**config.mk**
```make
export PLATFORM = sky130hd
export DESIGN_NAME = deinterleaver_rx
export DESIGN_NICKNAME = d
export VERILOG_FILES = /design/src/rtl/deinterleaver_rx_pkg.sv /design/src/rtl/deinterleaver_rx_rd_addr_gen.sv /design/src/rtl/deinterleaver_rx.sv
export SDC_FILE = /design/constraint.sdc
export NUM_CORES = 1
export LEC_CHECK = 0
export CORE_MARGIN = 10
export CORE_UTILIZATION = 35
export DETAILED_ROUTE_END_ITERATION = 10
export PLACE_DENSITY_LB_ADDON = 0.08
export SYNTH_ARGS = -nofsm -noshare
export SYNTH_HDL_FRONTEND = slang
export SYNTH_SLANG_ARGS = --single-unit
```
**constraint.sdc**
```tcl
create_clock -name clk_100 -period 3.65 [get_ports clk_100]
set_input_delay 0.73 -clock clk_100 [delete_from_list [all_inputs] [get_ports clk_100]]
set_output_delay 0.73 -clock clk_100 [all_outputs]
set_load 0.01 [all_outputs]
```
**src/rtl/deinterleaver_rx_pkg.sv**
```systemverilog
// Shared constants and types for the WiMAX QPSK rate-1/2 receive deinterleaver.
package Package_wimax;

  localparam int unsigned NCBPS  = 192;
  localparam int unsigned NCOL   = 16;
  localparam int unsigned NROW   = NCBPS / NCOL;
  localparam int unsigned ADDR_W = $clog2(NCBPS);
  localparam int unsigned COL_W  = $clog2(NCOL);
  localparam int unsigned ROW_W  = $clog2(NROW);

  typedef enum logic {BANK_FREE, BANK_FULL} bank_state_e;

  // Output position k of the bit that was received at position j.
  function automatic int unsigned deint_index(input int unsigned j);
    return NCOL * (j % NROW) + j / NROW;
  endfunction

endpackage

```
**src/rtl/deinterleaver_rx_rd_addr_gen.sv**
```systemverilog
// Read address generator: walks output order k = 16*row + col and produces the
// stored address j = 12*col + row by incremental stepping, no multiplier.
module deint_rd_addr_gen
  import Package_wimax::*;
(
  input  logic              clk,
  input  logic              rst_n,
  input  logic              step,
  output logic [COL_W-1:0]  col,
  output logic [ROW_W-1:0]  row,
  output logic [ADDR_W-1:0] rd_addr,
  output logic              last
);

  localparam logic [COL_W-1:0]  ColLast   = COL_W'(NCOL - 1);
  localparam logic [ROW_W-1:0]  RowLast   = ROW_W'(NROW - 1);
  localparam logic [ADDR_W-1:0] ColStride = ADDR_W'(NROW);

  logic [COL_W-1:0]  col_q, col_d;
  logic [ROW_W-1:0]  row_q, row_d;
  logic [ADDR_W-1:0] addr_q, addr_d;

  assign col     = col_q;
  assign row     = row_q;
  assign rd_addr = addr_q;
  assign last    = (col_q == ColLast) && (row_q == RowLast);

  // Next position: step across a row by the column stride, wrap to the next row start.
  always_comb begin
    col_d  = col_q;
    row_d  = row_q;
    addr_d = addr_q;
    if (step) begin
      if (col_q != ColLast) begin
        col_d  = col_q + 1'b1;
        addr_d = addr_q + ColStride;
      end else if (row_q != RowLast) begin
        col_d  = '0;
        row_d  = row_q + 1'b1;
        addr_d = ADDR_W'(row_q) + 1'b1;
      end else begin
        col_d  = '0;
        row_d  = '0;
        addr_d = '0;
      end
    end
  end

  // Counter registers.
  always_ff @(posedge clk or negedge rst_n) begin
    if (!rst_n) begin
      col_q  <= '0;
      row_q  <= '0;
      addr_q <= '0;
    end else begin
      col_q  <= col_d;
      row_q  <= row_d;
      addr_q <= addr_d;
    end
  end

endmodule

```
**src/rtl/deinterleaver_rx.sv**
```systemverilog
// Receive block deinterleaver: fills one 192-bit bank serially while the other
// bank drains in original (pre-interleave) order.
module deinterleaver_rx
  import Package_wimax::*;
(
  input  logic clk_100,
  input  logic reset_N,
  input  logic valid_in,
  input  logic data_in,
  output logic ready_out,
  output logic valid_out,
  output logic data_out,
  output logic sob_out,
  input  logic ready_in
);

  localparam logic [ADDR_W-1:0] WrLast = ADDR_W'(NCBPS - 1);

  logic              init_q;
  bank_state_e       bank_q [2];
  bank_state_e       bank_d [2];
  logic              wr_bank_q;
  logic              rd_bank_q;
  logic [ADDR_W-1:0] wr_cnt_q;
  logic [NCBPS-1:0]  mem_q [2];

  logic              accept;
  logic              wr_last;
  logic              xfer;
  logic              rd_last;
  logic [COL_W-1:0]  col;
  logic [ROW_W-1:0]  row;
  logic [ADDR_W-1:0] rd_addr;

  // init_q keeps ready_out low until the first clock edge after reset release.
  assign ready_out = init_q & (bank_q[wr_bank_q] == BANK_FREE);
  assign valid_out = (bank_q[rd_bank_q] == BANK_FULL);
  assign data_out  = valid_out & mem_q[rd_bank_q][rd_addr];
  assign sob_out   = valid_out & (col == '0) & (row == '0);

  assign accept  = valid_in & ready_out;
  assign wr_last = accept & (wr_cnt_q == WrLast);
  assign xfer    = valid_out & ready_in;

  deint_rd_addr_gen u_rd_addr_gen (
    .clk     (clk_100),
    .rst_n   (reset_N),
    .step    (xfer),
    .col     (col),
    .row     (row),
    .rd_addr (rd_addr),
    .last    (rd_last)
  );

  // Bank flags: writer sets a free bank, reader clears a full one; never the same bank.
  always_comb begin
    bank_d = bank_q;
    if (wr_last) bank_d[wr_bank_q] = BANK_FULL;
    if (xfer && rd_last) bank_d[rd_bank_q] = BANK_FREE;
  end

  // Control state: bank flags, bank pointers and write counter.
  always_ff @(posedge clk_100 or negedge reset_N) begin
    if (!reset_N) begin
      init_q    <= 1'b0;
      bank_q[0] <= BANK_FREE;
      bank_q[1] <= BANK_FREE;
      wr_bank_q <= 1'b0;
      rd_bank_q <= 1'b0;
      wr_cnt_q  <= '0;
    end else begin
      init_q <= 1'b1;
      bank_q <= bank_d;
      if (accept) wr_cnt_q <= wr_last ? '0 : wr_cnt_q + 1'b1;
      if (wr_last) wr_bank_q <= ~wr_bank_q;
      if (xfer && rd_last) rd_bank_q <= ~rd_bank_q;
    end
  end

  // Bit storage, deliberately not reset.
  always_ff @(posedge clk_100) begin
    if (accept) mem_q[wr_bank_q][wr_cnt_q] <= data_in;
  end

endmodule

```
-- Yosys cells after proc, flatten, opt, wreduce, memory -nomap -nowiden
Memories as Yosys holds them, arrays and structs flattened.
Cells that the tools add are included.
- flip-flop bits (word level): 29
- latch bits: 0
- bits in writable memories: 384
- bits in read-only memories: 0
- bits of input ports: 5
- output and inout port bits: 4
- logic and storage cells: 74
- memories: 1
- add/subtract/negate cells: 5
- multiply operators: 0
- divide/modulo/power cells: 0
- magnitude comparators: 7
- eq/ne operators: 5
- shifts and indexed selects: 0
- muxes and demuxes: 23
- bitwise logic cells: 16
- reduce and logical (&&, ||, !) cells: 8
- memory list (name ; words ; bits a word ; rd ports ; clocked after Yosys merged registers in ; write ports ; RTL line ; source):
    mem_q ; 2 ; 192 ; 1 ; 0 ; 1 ; deinterleaver_rx.sv:25 ; logic [NCBPS-1:0] mem_q [2];
- operators with widths (operator ; count):
    two-way mux 192 bit ; 1
    two-way mux 8 bit ; 3
    < comparator 8 x 9 -> 1 bit (second input constant) ; 2
    two-way mux 1 bit ; 11
    adder 4 x 1 -> 4 bit (second input constant) ; 2
    adder 8 x 1 -> 8 bit (second input constant) ; 1
    adder 8 x 4 -> 8 bit (second input constant) ; 1
    binary-select mux 1 bit (select 8 bit) ; 1
    demux 1 bit (select 8 bit) ; 1
    equality test 4 bit (second input constant) ; 2
    equality test 8 bit (second input constant) ; 1
    >= comparator 8 x 1 -> 1 bit (second input constant) ; 1
    logical NOT 4 bit ; 2
    two-way mux 4 bit ; 2
    != test 4 bit (second input constant) ; 2
    AND 1 bit ; 7
    adder 4 x 1 -> 5 bit (second input constant) ; 1
    logical AND 1 bit ; 5
    >= comparator 2 bit (second input constant) ; 2
    < comparator 2 x 1 -> 1 bit (second input constant) ; 2
    two-way mux 2 bit ; 2
    inverter 1 bit ; 4
    inverter 1 -> 2 bit ; 2
    AND 2 bit ; 1
    other kinds (4) ; 5

-- Logic depth before layout (Yosys ltp)
- depth in word-level cells: 11
- gate-level depth with buffers: 12
- mapped depth without buffers: 7

-- By module
From an unflattened synthesis, not the netlist that was laid out.
- cells, all modules: 1304
- area, all modules: 18280.0 um^2
- modules (own cells, without submodules) (module ; instances ; cells an instance ; area an instance (um^2) ; seq. area each (um^2)):
    deinterleaver_rx ; 1 ; 1217 ; 17441.7 ; 11856.4
    deint_rd_addr_gen ; 1 ; 87 ; 838.3 ; 400.4

-- Least setup slack after synthesis
No wires, ideal clock.
- path kind: flip-flop to output port
- start: register rd_bank_q
- end: output port data_out
- data arrival time: 2.136 ns
- data required time: 2.920 ns
- path slack: 0.784 ns
- stages on the path, launching flop included: 12
- buffers on the path: 4
- cells stage by stage: dfrtp_1 > buf_6 > buf_12 > buf_12 > buf_12 > mux2i_1 > a221oi_2 > o2bb2ai_1 > o311ai_1 > a32oi_1 > nor4bb_1 > nor3b_2
- cells in the longest elaborated chain, start to end: 5
- elaborated cells on any way between the ends: 8
- classes of those cells: mux: 5; bitwise: 2; memory: 1
- RTL lines (what ; RTL line ; source):
    start: declaration ; deinterleaver_rx.sv:23 ; logic rd_bank_q;
    start signal: assignment ; deinterleaver_rx.sv:76 ; if (xfer && rd_last) rd_bank_q <= ~rd_bank_q;
    branches (longest 4 deep; another with memory read (2 x 192 bit)) ; n/a ;
    AND 1 bit (*) ; deinterleaver_rx.sv:38 ; assign data_out = valid_out & mem_q[rd_bank_q][rd_addr];
    end: declaration ; deinterleaver_rx.sv:12 ; output logic data_out,
Every way passes the cells marked *. The select of a mux whose other input is x is not followed.

-- Final worst setup path
Same ends and word-level chain as after synthesis.

==> out/metrics.csv <==
metric;value;unit
core;52400;um2
synth_seq_cells;413;
grt_pass1_vias;11500;
async_reset_ff_frac;0.0702;
path_max_fanout;8;
path_delay_family;buffers and inverters;
die_h;250;um
die_w;250;um
peakVddDrop;335;uV
yosysMostFrequentCell;nor2_1;
setup_ws;-333;ps
regArea;12300;um2
setup_viol;1;
synth_area_leaders;edfxtp_1, nor2_1, mux4_2, dfrtp_1, mux4_1;
cp_cell_sequence;buf_12 -> buf_12 -> buf_12 -> mux4_2 -> inv_1 -> a31oi_1 -> a211oi_2 -> buf_4 -> o2bb2ai_2 -> nor4bb_4 -> nor3b_4 -> buf_2;
rsz0062_at_grt;true;
antenna_found_initial;2;
yosys.area.top_type;edfxtp_1;
clock-sinks;413;
maxSlewViolCount;0;
gp_congestion;0.776;
clockRootBuffer;clkbuf_16;
synth_commonest_cells;nor2_1, edfxtp_1, nand2_1, clkbuf_1, mux4_2;
cts_tree;done;
hold_viol_final;0;
leakage;6.89;nW
fin_crit;3980;ps
vias_per_cell;5.29;
syn-num-nets;1343;
place_inst;2022;
max_stage_delay;580;ps
skew;31.6;ps
drc;0;
finalNonFillerCells;2117;
dp_hpwl;31400;um
cts_made_buffers;48;
clkTransAtPathRegs;60;ps
ys_warn_count;0;
maxSlewHeadroom;0.281;
arrival;3250;ps
crit_top_cell;buf_12;
ant_nets;0;
outcome;finished, violations left;
num_io_pins;9;
track_usage;0.165;
synth_cells;1329;
critPathBufInv;6;
cp_slowest_cell;dfrtp_4;
violations;negative setup slack;
synth_area;18500;um2
path_class;flip-flop to output pin;
period_share;1.09;
synth.avg_cell_area;13.9;um2
die_area;62400;um2
wl_per_cell;24.4;um
cts_max_level;2;
first_pass_iters;7;
cp-end-kind;output pin;
grt_overflow_total;0;
hold_class;flip-flop to flip-flop;
synthFlopType;edfxtp_1;
vias;11200;
crit_required;2920;ps
clk_path_buf_depth;3;
fmax;0.251;GHz
cts_hold_buf;0;
cp-start-kind;flip-flop;
post-route-util;0.409;
drive_gt1_frac;0.205;
yosysUniqueCellTypes;65;
drt_wl_total;51700;um
multiInputGateArea;5740;um2
clock_insertion_delay_worst_skew;590;ps
final_nets;1407;
seq_area_frac_synth;0.663;
area_delta_synth_final;16.2;%
rows;84;
grt_pass1_wl;77700;um
synth_top_cell_area_share;0.624;
drt_iter0_drc;841;
drv_cap;0;
p_per_area;489;nW/um2
n_fill_cell;4894;
dp_slack;-257;ps
grt_max_degree;134;
synth-edff-count;384;
start_util;0.352;
tightest_slew;1080;ps
diodes;0;
io_buffers;8;
-- where the power goes --
part	switching (mW)	internal, mW
combinational	0.653	0.0861
sequential	0.0446	5.20
clock	1.93	2.57
-- worst reg2reg max path: cells and delay by family, from the launching register on --
family           cells  cell delay (ps)
muxes                1              410
DFF                  1              370
and+or+nand+nor      5             1770
-- per-stage QoR --
step / area (um2) / setup TNS [ps] / power (mW) / hold WS [ps]
global route: 21500 / -471 / 10.9 / 572
global placement: 19800 / -259 / 6.10 / 517
finish: 21500 / -333 / 10.5 / 533
detailed placement: 19800 / -257 / 6.11 / 524
CTS: 21400 / -383 / 10.6 / 534
floorplan: 18500 / 0 / 5.66 / 434
-- cells in the final DEF (no fill, tap or decap), types with 6 or more instances in the layout --
master / n
ha_1: 9
mux2_2: 17
nand2_1: 70
mux4_1: 22
nor3_1: 10
mux4_2: 64
o22ai_1: 7
mux2i_1: 26
clkinv_2: 13
nand2_2: 10
a21oi_1: 8
nand3_1: 15
nand4_1: 7
a22oi_1: 7
clkinv_1: 17
edfxtp_1: 384
nand2b_1: 6
o21ai_0: 15
a31oi_1: 6
buf_4: 88
nor2_1: 408
inv_1: 12
clkdlybuf4s50_1: 6
dfrtp_1: 26
clkbuf_16: 50
buf_12: 13
-- path summary, 6_finish.rpt --
kind	from	to	slack, ps	cells after the start
setup / recovery	rd_bank_q	data_out	-330	12
hold / removal	u_rd_addr_gen.row[0]	u_rd_addr_gen.row[0]	530	1
setup reg to reg	wr_bank_q	mem_q[1][93]	800	6
hold reg to reg	u_rd_addr_gen.row[0]	u_rd_addr_gen.row[0]	530	1
max in group asynchronous	reset_N	wr_cnt_q[0]	2190	2
min in group asynchronous	reset_N	u_rd_addr_gen.rd_addr[6]	660	1
-- final cells by class --
cell class | instances | area share
flip-flops and latches | 413 | 0.571
multi-input cells | 801 | 0.267
clock buffers | 54 | 0.0580
repair buffers | 115 | 0.0514
well taps | 688 | 0.0401
clock inverters | 32 | 0.00927
inverters | 14 | 0.00245
-- per-layer routing --
metal,vias up,global-route usage,share of wire
met5,-,0,0
met2,251,0.248,0.45
met4,0,0.0442,0.019
li1,5019,-,-
met1,5869,0.245,0.49
met3,63,0.0234,0.044
-- kinds of logic (layout without fill, tap and decap cells) --
kind of cell / Yosys count / count (layout) / share of synthesized area
flip-flops: 413 / 413 / 0.663
AND/OR/NAND/NOR: 566 / 566 / 0.127
AO/OA/AOI/OAI: 87 / 87 / 0.0335
XOR/XNOR: 8 / 8 / 0.00379
buffers and inverters: 115 / 215 / 0.0320
multiplexers: 130 / 130 / 0.134
adder cells (fa/ha/maj): 9 / 9 / 0.00610
other: 1 / 1 / 0.000203
-- what timing repair did --
action,CTS,global route
cloned,1,1
pin swaps,6,12
setup buffers,6,2
gates resized for setup,20,11
endpoints found under the setup margin,1,1
-- sequential cells by signal, summed over array words and instances (netlist names) --
signal                 flops
bank_q                     2
init_q                     1
mem_q                    384
rd_bank_q                  1
u_rd_addr_gen.col          4
u_rd_addr_gen.rd_addr      8
u_rd_addr_gen.row          4
wr_bank_q                  1
wr_cnt_q                   8
No activity file was read; power rests on OpenSTA's default activity.
